### src/rtl/cpu_bus_sync.sv
// -----------------------------------------------------------------------------
// cpu_bus_sync
//
// Front-end stage between the asynchronous HuCard-slot CPU pins and the clk
// domain. Every pin passes through a SYNC_STAGES flop synchronizer. A small
// FSM then turns the synchronized strobes into clean access qualifiers (oe,
// we), one-shot pulses (oe_sync once per read, we_sync once per write), a
// frozen access address and latched write data.
//
// Parameters:
//   SYNC_STAGES  synchronizer depth on every pin input (2 or more)
//   WE_DLY       clk cycles from synchronized write start to we_sync, 1..15
//   FILT_LEN     consecutive equal strobe samples needed to accept a change
//                (present only in the glitch-filter build)
//
// Build option:
//   CPU_BUS_GLITCH_FILT_EN  when defined, oe_n/we_n/ce are debounced after
//                           the synchronizer; all strobe latencies grow by
//                           FILT_LEN-1 and shorter pulses are ignored.
//
// Ports:
//   clk       in   system clock
//   rst       in   synchronous reset, active high
//   cpu_addr  in   [20:0] CPU address pins (async)
//   cpu_dato  in   [7:0]  CPU write data pins (async)
//   cpu_oe_n  in   read strobe, active low (async)
//   cpu_we_n  in   write strobe, active low (async)
//   cpu_ce    in   cart select, active high (async)
//   cpu_hsm   in   high-speed-mode pin (async)
//   addr      out  [20:0] access address, stable for the whole access
//   data      out  [7:0]  write data, latched on the we_sync cycle
//   oe        out  read access in progress
//   we        out  write access in progress
//   oe_sync   out  1-cycle pulse at read start
//   we_sync   out  1-cycle pulse once write data has settled
//   hsm       out  synchronized cpu_hsm
//   busy      out  FSM not in IDLE
// -----------------------------------------------------------------------------
module cpu_bus_sync #(
    parameter int SYNC_STAGES = 2,
`ifdef CPU_BUS_GLITCH_FILT_EN
    parameter int FILT_LEN    = 3,
`endif
    parameter int WE_DLY      = 2
) (
    input  logic        clk,
    input  logic        rst,
    input  logic [20:0] cpu_addr,
    input  logic [7:0]  cpu_dato,
    input  logic        cpu_oe_n,
    input  logic        cpu_we_n,
    input  logic        cpu_ce,
    input  logic        cpu_hsm,
    output logic [20:0] addr,
    output logic [7:0]  data,
    output logic        oe,
    output logic        we,
    output logic        oe_sync,
    output logic        we_sync,
    output logic        hsm,
    output logic        busy
);

    typedef enum logic [2:0] {
        IDLE,
        RD,
        WR_WAIT,
        WR_DONE,
        LOCK
    } state_t;

    // All pins travel together through one synchronizer chain.
    localparam int PW = 33;

    logic [PW-1:0] pins;
    logic [PW-1:0] pin_s;
    logic [PW-1:0] pin_sync_q [SYNC_STAGES];

    assign pins = {cpu_hsm, cpu_ce, cpu_we_n, cpu_oe_n, cpu_dato, cpu_addr};

    // NOTE: the synchronizer (and the strobe filter) is deliberately not reset:
    // it must keep sampling the pins while rst is high, so a strobe already
    // active at reset release is seen as active and parked in LOCK instead of
    // looking like a fresh edge.
    always_ff @(posedge clk) begin
        pin_sync_q[0] <= pins;
        for (int i = 1; i < SYNC_STAGES; i++) begin
            pin_sync_q[i] <= pin_sync_q[i-1];
        end
    end

    assign pin_s = pin_sync_q[SYNC_STAGES-1];

    logic [20:0] addr_s;
    logic [7:0]  dato_s;
    logic        hsm_s;
    logic [2:0]  strb_raw;   // {ce, we_n, oe_n}
    logic [2:0]  strb;       // strobes as seen by the FSM

    assign addr_s   = pin_s[20:0];
    assign dato_s   = pin_s[28:21];
    assign strb_raw = pin_s[31:29];
    assign hsm_s    = pin_s[32];

`ifdef CPU_BUS_GLITCH_FILT_EN
    // Per-strobe debounce: filt_cnt_q counts consecutive earlier samples that
    // disagreed with the accepted value. The FILT_LEN-th disagreeing sample is
    // accepted combinationally, so the added latency is FILT_LEN-1 cycles.
    localparam int              FCW       = $clog2(FILT_LEN) + 1;
    localparam logic [FCW-1:0]  FILT_LAST = FCW'(FILT_LEN - 1);

    logic [2:0]     filt_q;
    logic [2:0]     filt_d;
    logic [FCW-1:0] filt_cnt_q [3];
    logic [FCW-1:0] filt_cnt_d [3];

    always_comb begin
        for (int i = 0; i < 3; i++) begin
            filt_d[i]     = filt_q[i];
            filt_cnt_d[i] = '0;
            if (strb_raw[i] != filt_q[i]) begin
                if (filt_cnt_q[i] == FILT_LAST) begin
                    filt_d[i] = strb_raw[i];
                end else begin
                    filt_cnt_d[i] = filt_cnt_q[i] + 1'b1;
                end
            end
        end
    end

    always_ff @(posedge clk) begin
        filt_q <= filt_d;
        for (int i = 0; i < 3; i++) begin
            filt_cnt_q[i] <= filt_cnt_d[i];
        end
    end

    assign strb = filt_d;
`else
    assign strb = strb_raw;
`endif

    logic rd_s;
    logic wr_s;

    assign rd_s = ~strb[0] & strb[2];
    assign wr_s = ~strb[1] & strb[2];

    localparam logic [3:0] DLY_LAST = 4'(WE_DLY - 1);

    state_t      state_q,   state_d;
    logic [3:0]  dly_cnt_q, dly_cnt_d;
    logic [20:0] addr_q,    addr_d;
    logic [7:0]  data_q,    data_d;
    logic        oe_q,      oe_d;
    logic        we_q,      we_d;
    logic        oe_sync_q, oe_sync_d;
    logic        we_sync_q, we_sync_d;
    logic        hsm_q,     hsm_d;
    logic        busy_q,    busy_d;

    // NOTE: every signal written here gets a default first, so no path through
    // the case statement can leave one unassigned and infer a latch.
    always_comb begin
        state_d   = state_q;
        dly_cnt_d = dly_cnt_q;
        addr_d    = addr_q;
        data_d    = data_q;
        oe_sync_d = 1'b0;
        we_sync_d = 1'b0;
        hsm_d     = hsm_s;

        unique case (state_q)
            IDLE: begin
                // Address follows the pins while idle and freezes on the
                // entry cycle of an access. Write wins over read.
                addr_d = addr_s;
                if (wr_s) begin
                    state_d   = WR_WAIT;
                    dly_cnt_d = '0;
                end else if (rd_s) begin
                    state_d   = RD;
                    oe_sync_d = 1'b1;
                end
            end
            RD: begin
                if (wr_s) begin
                    state_d   = WR_WAIT;
                    dly_cnt_d = '0;
                end else if (!rd_s) begin
                    state_d = IDLE;
                end
            end
            WR_WAIT: begin
                // A write that ends early still produces its single pulse.
                if (!wr_s) begin
                    data_d    = dato_s;
                    we_sync_d = 1'b1;
                    state_d   = IDLE;
                end else if (dly_cnt_q == DLY_LAST) begin
                    data_d    = dato_s;
                    we_sync_d = 1'b1;
                    state_d   = WR_DONE;
                end else begin
                    dly_cnt_d = dly_cnt_q + 4'd1;
                end
            end
            WR_DONE: begin
                if (!wr_s) begin
                    state_d = IDLE;
                end
            end
            LOCK: begin
                if (!rd_s && !wr_s) begin
                    state_d = IDLE;
                end
            end
            default: state_d = LOCK;
        endcase

        // Qualifiers are registered from the next state so they line up
        // with the pulses.
        oe_d   = (state_d == RD);
        we_d   = (state_d == WR_WAIT) || (state_d == WR_DONE);
        busy_d = (state_d != IDLE);
    end

    // NOTE: sequential state uses non-blocking assignments so every flop
    // samples the values from before the edge, independent of statement order.
    always_ff @(posedge clk) begin
        if (rst) begin
            // Reset parks the FSM in LOCK: with idle strobes it falls to IDLE
            // on the first cycle, while a strobe held across reset is
            // swallowed instead of producing a pulse.
            state_q   <= LOCK;
            dly_cnt_q <= '0;
            addr_q    <= '0;
            data_q    <= '0;
            oe_q      <= 1'b0;
            we_q      <= 1'b0;
            oe_sync_q <= 1'b0;
            we_sync_q <= 1'b0;
            hsm_q     <= 1'b0;
            busy_q    <= 1'b0;
        end else begin
            state_q   <= state_d;
            dly_cnt_q <= dly_cnt_d;
            addr_q    <= addr_d;
            data_q    <= data_d;
            oe_q      <= oe_d;
            we_q      <= we_d;
            oe_sync_q <= oe_sync_d;
            we_sync_q <= we_sync_d;
            hsm_q     <= hsm_d;
            busy_q    <= busy_d;
        end
    end

    assign addr    = addr_q;
    assign data    = data_q;
    assign oe      = oe_q;
    assign we      = we_q;
    assign oe_sync = oe_sync_q;
    assign we_sync = we_sync_q;
    assign hsm     = hsm_q;
    assign busy    = busy_q;

endmodule
### config.mk
export PLATFORM = sky130hd
export DESIGN_NAME = cpu_bus_sync
export DESIGN_NICKNAME = d
export VERILOG_FILES = /design/src/rtl/cpu_bus_sync.sv
export SDC_FILE = /design/constraint.sdc
export NUM_CORES = 1
export LEC_CHECK = 0
export CORE_MARGIN = 4
export CORE_UTILIZATION = 48
export CTS_CLUSTER_DIAMETER = 50
export DETAILED_ROUTE_END_ITERATION = 12
export PLACE_DENSITY = 0.87
export RECOVER_POWER = 25
export SLEW_MARGIN = 20
export SYNTH_ARGS = -nofsm -noshare
export SYNTH_HDL_FRONTEND = slang
export SYNTH_SLANG_ARGS = --single-unit
### constraint.sdc
create_clock -name clk -period 2 [get_ports clk]
set_input_delay 0.5 -clock clk [delete_from_list [all_inputs] [get_ports clk]]
set_output_delay 0.5 -clock clk [all_outputs]
set_load 0.01 [all_outputs]
Word level (Yosys, flattened, before mapping) --
Memory sizes are Yosys's and may differ from the RTL's. Cells that the tools add are included.
Word-level totals: bits in registers 42, output and inout bits 35, input bits 35, memories kept 1, RAM bits 66, logic and storage cells 60
Memories:
- pin_sync_q | words 2, bits a word 33, read ports 2, clocked after Yosys merged registers in 0, wr ports 2, RTL line 77 | logic [PW-1:0] pin_sync_q [SYNC_STAGES];
Operators by class: add/sub/neg operators 1, reduce and logical (&&, ||, !) cells 12, bitwise operators 6, equal/unequal tests 12, multiplexer cells 18
Operator list (number):
- $mux W3 | 8
- $mux W8 | 2
- $pmux W3 S5 | 1
- $eq A3 B2 Y1 const B | 4
- $mux W4 | 3
- $pmux W4 S2 | 1
- $eq A3 B1 Y1 const B | 2
- $add A4 B1 Y4 const B | 1
- $eq A4 B1 Y1 const B | 1
- $ne A2 B1 Y1 const B | 2
- $ne A2 B2 Y1 const B | 2
- $not A1 Y1 | 4
- $reduce_and A4 Y1 | 1
- $reduce_or A2 Y1 | 2
- $eq A3 B3 Y1 const B | 1
- $logic_not A3 Y1 | 1
- $mux W1 | 3
- $reduce_bool A3 Y1 | 1
- $reduce_or A3 Y1 | 1
- $and A1 B1 Y1 | 2
- $logic_not A1 Y1 | 2
- $reduce_and A2 Y1 | 1
- $reduce_bool A2 Y1 | 1
- $logic_and A1 B1 Y1 | 1
- $logic_or A1 B1 Y1 | 1

Logic depth before layout (Yosys ltp) --
Gate-level depths: netlist of the first run.
word-level depth 8, depth in mapped cells 6, mapped depth without buffers 5

Worst setup path after synthesis of the first run --
Ideal clock, no wire load.
path type register to register, start register dly_cnt_q[1], end register dly_cnt_q[2], period minus slack after synthesis 1.442 ns, cell stages (with the launch flop) 6, buffers on the path 0, required time 1.926 ns, data arrival time 1.367 ns, slack 0.558 ns, path through dfxtp_1 inv_1 ha_1 nor3b_2 or4b_1 a31oi_1
On the way: cells in the longest elaborated chain, start to end 4, elaborated cells between the ends (all ways) 7, those cells by class add/sub (1); eq/ne (2); mux (3); reduce/logical (1)
Ends and longest elaborated chain:
- start: declaration | RTL line 152 | logic [3:0] dly_cnt_q, dly_cnt_d;
- start signal: assignment | RTL line 247 | dly_cnt_q <= dly_cnt_d;
- $add A4 B1 Y4 | RTL line 205 | dly_cnt_d = dly_cnt_q + 4'd1;
- $mux W4 | RTL line 200 | end else if (dly_cnt_q == DLY_LAST) begin
- $mux W4 | RTL line 196 | if (!wr_s) begin
- $pmux W4 S2 | RTL line 173 | unique case (state_q)
Parallel ways exist; a longest one is shown, timed or not. The select of a mux whose other input is x is not followed. A chain may end at the register's enable or synchronous reset.

Final worst setup path of the first run --
start register addr_q[20] (netlist: addr[20]), end output port addr[20]
RTL lines:
- start: declaration | RTL line 153 | logic [20:0] addr_q, addr_d;
- start signal: assignment | RTL line 248 | addr_q <= addr_d;
- end: declaration | RTL line 54 | output logic [20:0] addr,
No word-level cell between the ends.

==> results of run 1 <==
## stage by stage
stage,hold WS (ns),worst slack [ns],utilization,total power [uW]
detailed placement,0.312,0.406,0.624,2600
finish,0.324,0.227,0.659,3870
floorplan,0.310,0.558,-,2440
CTS,0.326,0.206,0.659,3910
global route,0.338,0.174,0.659,4030
global placement,0.310,0.498,0.624,2580
## placed cells by master, fill, tap and decap left out, types with 3 or more instances in the layout
cell,Yosys,final
dfxtp_1,108,108
clkdlybuf4s50_1,0,66
nand2_1,48,48
a21oi_1,22,22
nand2b_1,17,17
clkbuf_8,1,10
mux2i_1,8,8
or4b_1,4,4
a31oi_1,4,4
nor2_1,3,3
nor2b_1,3,3
o21ai_0,3,3
buf_4,1,3
## sequential cells by signal, indices dropped and copies added (netlist names)
register    count
we              1
hsm             1
busy            1
oe_sync         1
addr           21
data            8
we_sync         1
dly_cnt_q       4
oe              1
pin_sync_q     66
state_q         3
## routing by layer
| layer | track usage | up-vias |
|---|---|---|
| met1 | 0.175 | 908 |
| met3 | 0.0397 | 6 |
| met5 | 0 | - |
| met2 | 0.249 | 55 |
| li1 | - | 976 |
| met4 | 0.0669 | 0 |
## worst min-delay path by stage
stage / startpoint / end / slack (ns) / cells past startpoint
floorplan: pin_sync_q[0][0] / pin_sync_q[0][33] / 0.31 / 0
CTS: pin_sync_q[0][30] / pin_sync_q[0][63] / 0.33 / 0
global route: pin_sync_q[0][30] / pin_sync_q[0][63] / 0.34 / 0
detailed placement: pin_sync_q[0][2] / pin_sync_q[0][35] / 0.31 / 0
global placement: pin_sync_q[0][32] / pin_sync_q[0][65] / 0.31 / 0
finish: pin_sync_q[0][31] / pin_sync_q[0][64] / 0.32 / 0
## report_power, final
| part | total (uW) | switching (uW) | internal (uW) |
|---|---|---|---|
| logic | 245 | 99.1 | 146 |
| clock network | 1330 | 703 | 624 |
| registers | 2300 | 44.2 | 2250 |
| total | 3870 | 847 | 3020 |
## worst reg2reg max path, delay by kind of cell (launching register included)
family / cells / cell delay (ns)
AO/OA/AOI/OAI: 1 / 0.17
flip-flops: 1 / 0.43
AND/OR/NAND/NOR: 1 / 0.36
buffers and inverters: 1 / 0.20
multiplexers: 1 / 0.23
adder cells (fa/ha/maj): 1 / 0.17
## logic make-up after synthesis
group                      Yosys count  synth area share
buffers and inverters               15            0.0275
and+or+nand+nor                     87             0.150
muxes                                8            0.0266
adders and majority gates            2           0.00832
DFF                                108             0.719
AOI/OAI and AO/OA                   35            0.0686
## final cells by class
type	instances	area (um2)	area share
inverters	2	7.51	0.00190
flip-flops and latches	108	2160	0.548
multi-input cells	132	768	0.195
clock buffers	10	138	0.0349
clock inverters	6	70.1	0.0177
repair buffers	72	708	0.179
well taps	75	93.8	0.0238
==> results by group, run 1 <==
Status
  – Status: finished, final reports clean

Worst setup path
  – Startpoint Class: flop
  – R2r setup slk: 0.37 ns
  – Cell Chain, Critical Path: clkdlybuf4s50_1
  – Critical path class: flop to output pin
  – Worst r2r dst: data[0]
  – CP endpoint kind: output pin
  – Slowest stage delay, CP: ~0.55 ns
  – Crit. Startpoint: addr[20]
  – WP buf/inv: 1
  – Crit path DAT: ~1.3 ns
  – FF-to-FF Start: dly_cnt_q[0]
  – Reg2reg path depth: 5
  – Critical Path Slowest Stage Cell: clkdlybuf4s50_1
  – Critical path depth in cells: 1
  – Critical path's top delay family: buffers and inverters
  – Worst-path fanout max: 2
  – Critical path capture point: addr[20]
  – WP data required: about 1.5 ns

Yosys
  – Post-synth top cells: dfxtp_1, nand2_1, a21oi_1
  – Synthesized Nets: ~300
  – Mean Syn Cell Area: 11.8 um2
  – Post-synthesis cell type count: 31
  – Top FF cell, synth: dfxtp_1
  – Post-synthesis cell count: 255
  – Yosys warns: 0
  – Register area share after synthesis: 0.719
  – Asr flop ratio synth: 0
  – Synth area leader: dfxtp_1
  – Mapped Area: roughly 0.0030 mm2
  – Count leader, synth: dfxtp_1
  – Synth area leaders: dfxtp_1, nand2_1, a21oi_1
  – Post-synth EDFFs: 0
  – Flops & latches, synth: 108
  – Synth top area share: 0.719

CTS
  – Postcts setup bufs: 0
  – Reg clk slew, reported paths: ~0.1 ns
  – Clock root buffer master: clkbuf_8
  – Hold Buf Count CTS: 0
  – H-tree levels: 3
  – Clock insertion delay at the later pin of the skew report: between 0.3 and 0.4 ns
  – CTS tree: done
  – Clock sink count: ~110
  – Clock buffer depth: 2
  – CTS resizes: 0
  – CTS Buf Count: 9

Layout
  – Layout fillers: roughly 470
  – Non-Filler Instances: a little over 400
  – Final net count: 362
  – Antenna cells: 0
  – Final instance area: a little under 0.004 mm2
  – Synthesis-to-finish area growth: 31.2%
  – Layout cells sized above 1: 0.0818

STA
  – Final Cycle Share: 0.887
  – Slew Limit Fails: 0
  – Slew of the pin with the lowest slew margin: 0.424 ns
  – RSZ-0062 raised after global routing: no
  – Setup Viol. Count Final: 0
  – Max-slew headroom: 0.717
  – Fin crit period: about 1.8 ns
  – Worst Skew: 0.0111 ns
  – Achievable clock frequency: ~560 MHz
  – Fin. Hold Viols: 0
  – Setup TNS: 0 ns

Route
  – Routed Antenna Nets: 0
  – TritonRoute pass-1 iters: 4
  – 1st-iter DRT viols: around 110
  – Wire length on met3: 299 um
  – Via count: between 1500 and 2000
  – Vias/cell: 4.80
  – DRC Markers: 0
  – Top Layer Used: met4
  – Met2 wire length: approximately 2700 um
  – Total Wirelength: between 5000 and 6000 um
  – Metal-1 WL: between 2000 and 2500 um
  – DR WL/cell: between 10 and 15 um

Power and ir drop
  – Worst VDD drop: between 0.0007 and 0.0008 V
  – LEAKAGE: approximately 0.0015 uW
  – Pwr Density: 981 mW/mm2

Die
  – Top-level port count: 70
  – Chip Height: roughly 87 um
  – Initial core utilization: 0.502
  – Cell Rows: 28
  – Area of the core: roughly 0.006 mm2
  – Die area: 0.00760 mm2
  – Die W: slightly below 90 um

GRT
  – Antenna violations before repair: 0
  – Global-route wire length before repair: approximately 8500 um
  – GRT overflow: 0
  – GRT Total Usage: 0.148
  – Pin count of the biggest net entering global routing: 27
  – Vias in the first global route: 1827

Place
  – IO Port Bufs: 69
  – Dpl cell area: about 0.0037 mm2
  – GP Congestion: 0.726
  – HPWL after DPL: ~3700 um
  – Placed Cells incl. Taps: around 400

Worst hold path
  – Min-delay worst type: flop to flop

Run
  – Max-cap violations: 0
Power figures use the tool's default switching activity.
==> inputs of run 2 (changes only) <==
Settings changed: CORE_UTILIZATION 48 to 55, DONT_BUFFER_PORTS set to 1, PLACE_DENSITY 0.87 to 0.8, SETUP_SLACK_MARGIN set to 0.3.
==> results by group, run 2 (synthesized netlist as in run 1, its figures left out) <==
Die
  – Initial core utilization: 0.578
  – Chip Height: 82.0 um
  – Top-level port count: 70
  – Die W: 82.0 um
  – Die area: around 0.0067 mm2
  – Area of the core: around 0.0052 mm2
  – Cell Rows: 26

Worst hold path
  – Min-delay src: cpu_addr[1]
  – Min-delay worst type: input port to flop
  – Hold Path End: pin_sync_q[0][1]
  – Hold Crit Depth: 0

STA
  – RSZ-0062 raised after global routing: no
  – Setup Viol. Count Final: 0
  – Setup TNS: 0 ns
  – Fin. Hold Viols: 0
  – Achievable clock frequency: approximately 630 MHz
  – Worst Skew: 0.00879 ns
  – Slew of the pin with the lowest slew margin: 0.428 ns
  – Slew Limit Fails: 0
  – Fin crit period: about 1.6 ns
  – Fin Hold WS: between 0.1 and 0.15 ns
  – Max-slew headroom: 0.715
  – Final Cycle Share: 0.789

Worst setup path
  – CP endpoint kind: flop
  – Reg2reg path depth: 3
  – Critical path's top delay family: simple AND/OR/NAND/NOR gates
  – Worst r2r dst: dly_cnt_q[0]
  – WP data required: between 2 and 2.5 ns
  – Slowest stage delay, CP: 0.58 ns
  – WP buf/inv: 0
  – Critical Path Slowest Stage Cell: dfxtp_1
  – FF-to-FF Start: state_q[1]
  – Startpoint Class: flop
  – Cell Chain, Critical Path: and4bb_1, or4b_1, a31oi_1
  – Crit path DAT: between 1.5 and 2 ns
  – R2r setup slk: about 0.42 ns
  – Worst-path fanout max: 14
  – Critical path class: flop to flop

Route
  – Routed Antenna Nets: 0
  – TritonRoute pass-1 iters: 5
  – 1st-iter DRT viols: around 140
  – Total Wirelength: 4990 um
  – Via count: between 1500 and 2000
  – DRC Markers: 0
  – DR WL/cell: roughly 15 um
  – Vias/cell: 4.95

Layout
  – Layout fillers: 405
  – Antenna cells: 0
  – Sequential cell area: between 0.002 and 0.0025 mm2
  – Most common cell after layout, fill and taps aside: dfxtp_1
  – Most frequent cells in the layout: dfxtp_1, nand2_1, a21oi_1
  – Final Util: 0.622
  – Synthesis-to-finish area growth: 7.61%
  – Max FFs per register: 66
  – Biggest register: pin_sync_q
  – Non-Filler Instances: about 330
  – Layout cells sized above 1: 0.0965
  – Final net count: 291
  – Multi-input logic area: 776 um2

Power and ir drop
  – Pwr Density: roughly 1100 mW/mm2
  – LEAKAGE: roughly 0.0012 uW
  – Worst VDD drop: 0.000878 V

CTS
  – Clock buffer depth: 2
  – Postcts setup bufs: 0
  – H-tree levels: 3
  – CTS tree: done
  – Clock sink count: 108
  – Clock insertion delay at the later pin of the skew report: 0.37 ns
  – Reg clk slew, reported paths: ~0.1 ns
  – CTS Buf Count: 9
  – Clock root buffer master: clkbuf_8

GRT
  – Global-route wire length before repair: between 7000 and 8000 um
  – GRT overflow: 0
  – Pin count of the biggest net entering global routing: 50
  – Antenna violations before repair: 0
  – GRT Total Usage: 0.164
  – Vias in the first global route: 1624

Place
  – GP Congestion: approximately 0.71
  – HPWL after DPL: 3250 um
  – IO Port Bufs: 0
  – Placed Cells incl. Taps: ~310

Status
  – Status: finished, final reports clean

Run
  – Max-cap violations: 0
[run 2: power by group]
| group | switching [uW] | total, uW | internal (uW) |
|---|---|---|---|
| clock | 695 | 1230 | 535 |
| sequential | 63.4 | 2320 | 2250 |
| combinational | 50.9 | 89.7 | 38.8 |
| total | 810 | 3640 | 2830 |
[run 2: layout make-up]
class                   instances  share of cell area
clock buffers                  11              0.0468
repair buffers                  1             0.00232
inverters                       2             0.00232
clock inverters                 5              0.0139
multi-input cells             132               0.240
flip-flops and latches        108               0.668
well taps                      70              0.0271
[run 2: timing repair]
action / in CTS / in global routing
gates resized for setup: 1 / 1
setup endpoints to repair: 9 / 11
hold buffers: 0 / 0
endpoints found under the hold margin: 0 / 0
[run 2: per-layer routing]
metal  up-vias  part of all wire  global-route usage
li1        837                 -                   -
met1       740              0.40               0.182
met2        42              0.50               0.257
met3        10             0.075              0.0833
met4         0             0.023              0.0847
met5         -                 0                   0
[run 2: how the worst max path moves through the flow]
stage                              end  slack [ns]         start  cells after the start
after floorplan           dly_cnt_q[2]        0.56  dly_cnt_q[1]                      5
after global placement         data[0]        0.35  dly_cnt_q[0]                      4
after detailed placement       data[7]        0.24  dly_cnt_q[0]                      4
after CTS                      data[0]        0.35  dly_cnt_q[0]                      4
after global routing           data[2]        0.31  dly_cnt_q[0]                      4
final                     dly_cnt_q[0]        0.42    state_q[1]                      3
[run 2: through the flow]
| step | worst slack (ns) | total power (uW) | area (um2) |
|---|---|---|---|
| after global placement | 0.355 | 2450 | 3030 |
| final | 0.421 | 3640 | 3240 |
| after floorplan | 0.558 | 2440 | 3010 |
| after global routing | 0.307 | 3790 | 3240 |
| after CTS | 0.353 | 3680 | 3230 |
| after detailed placement | 0.239 | 2460 | 3030 |
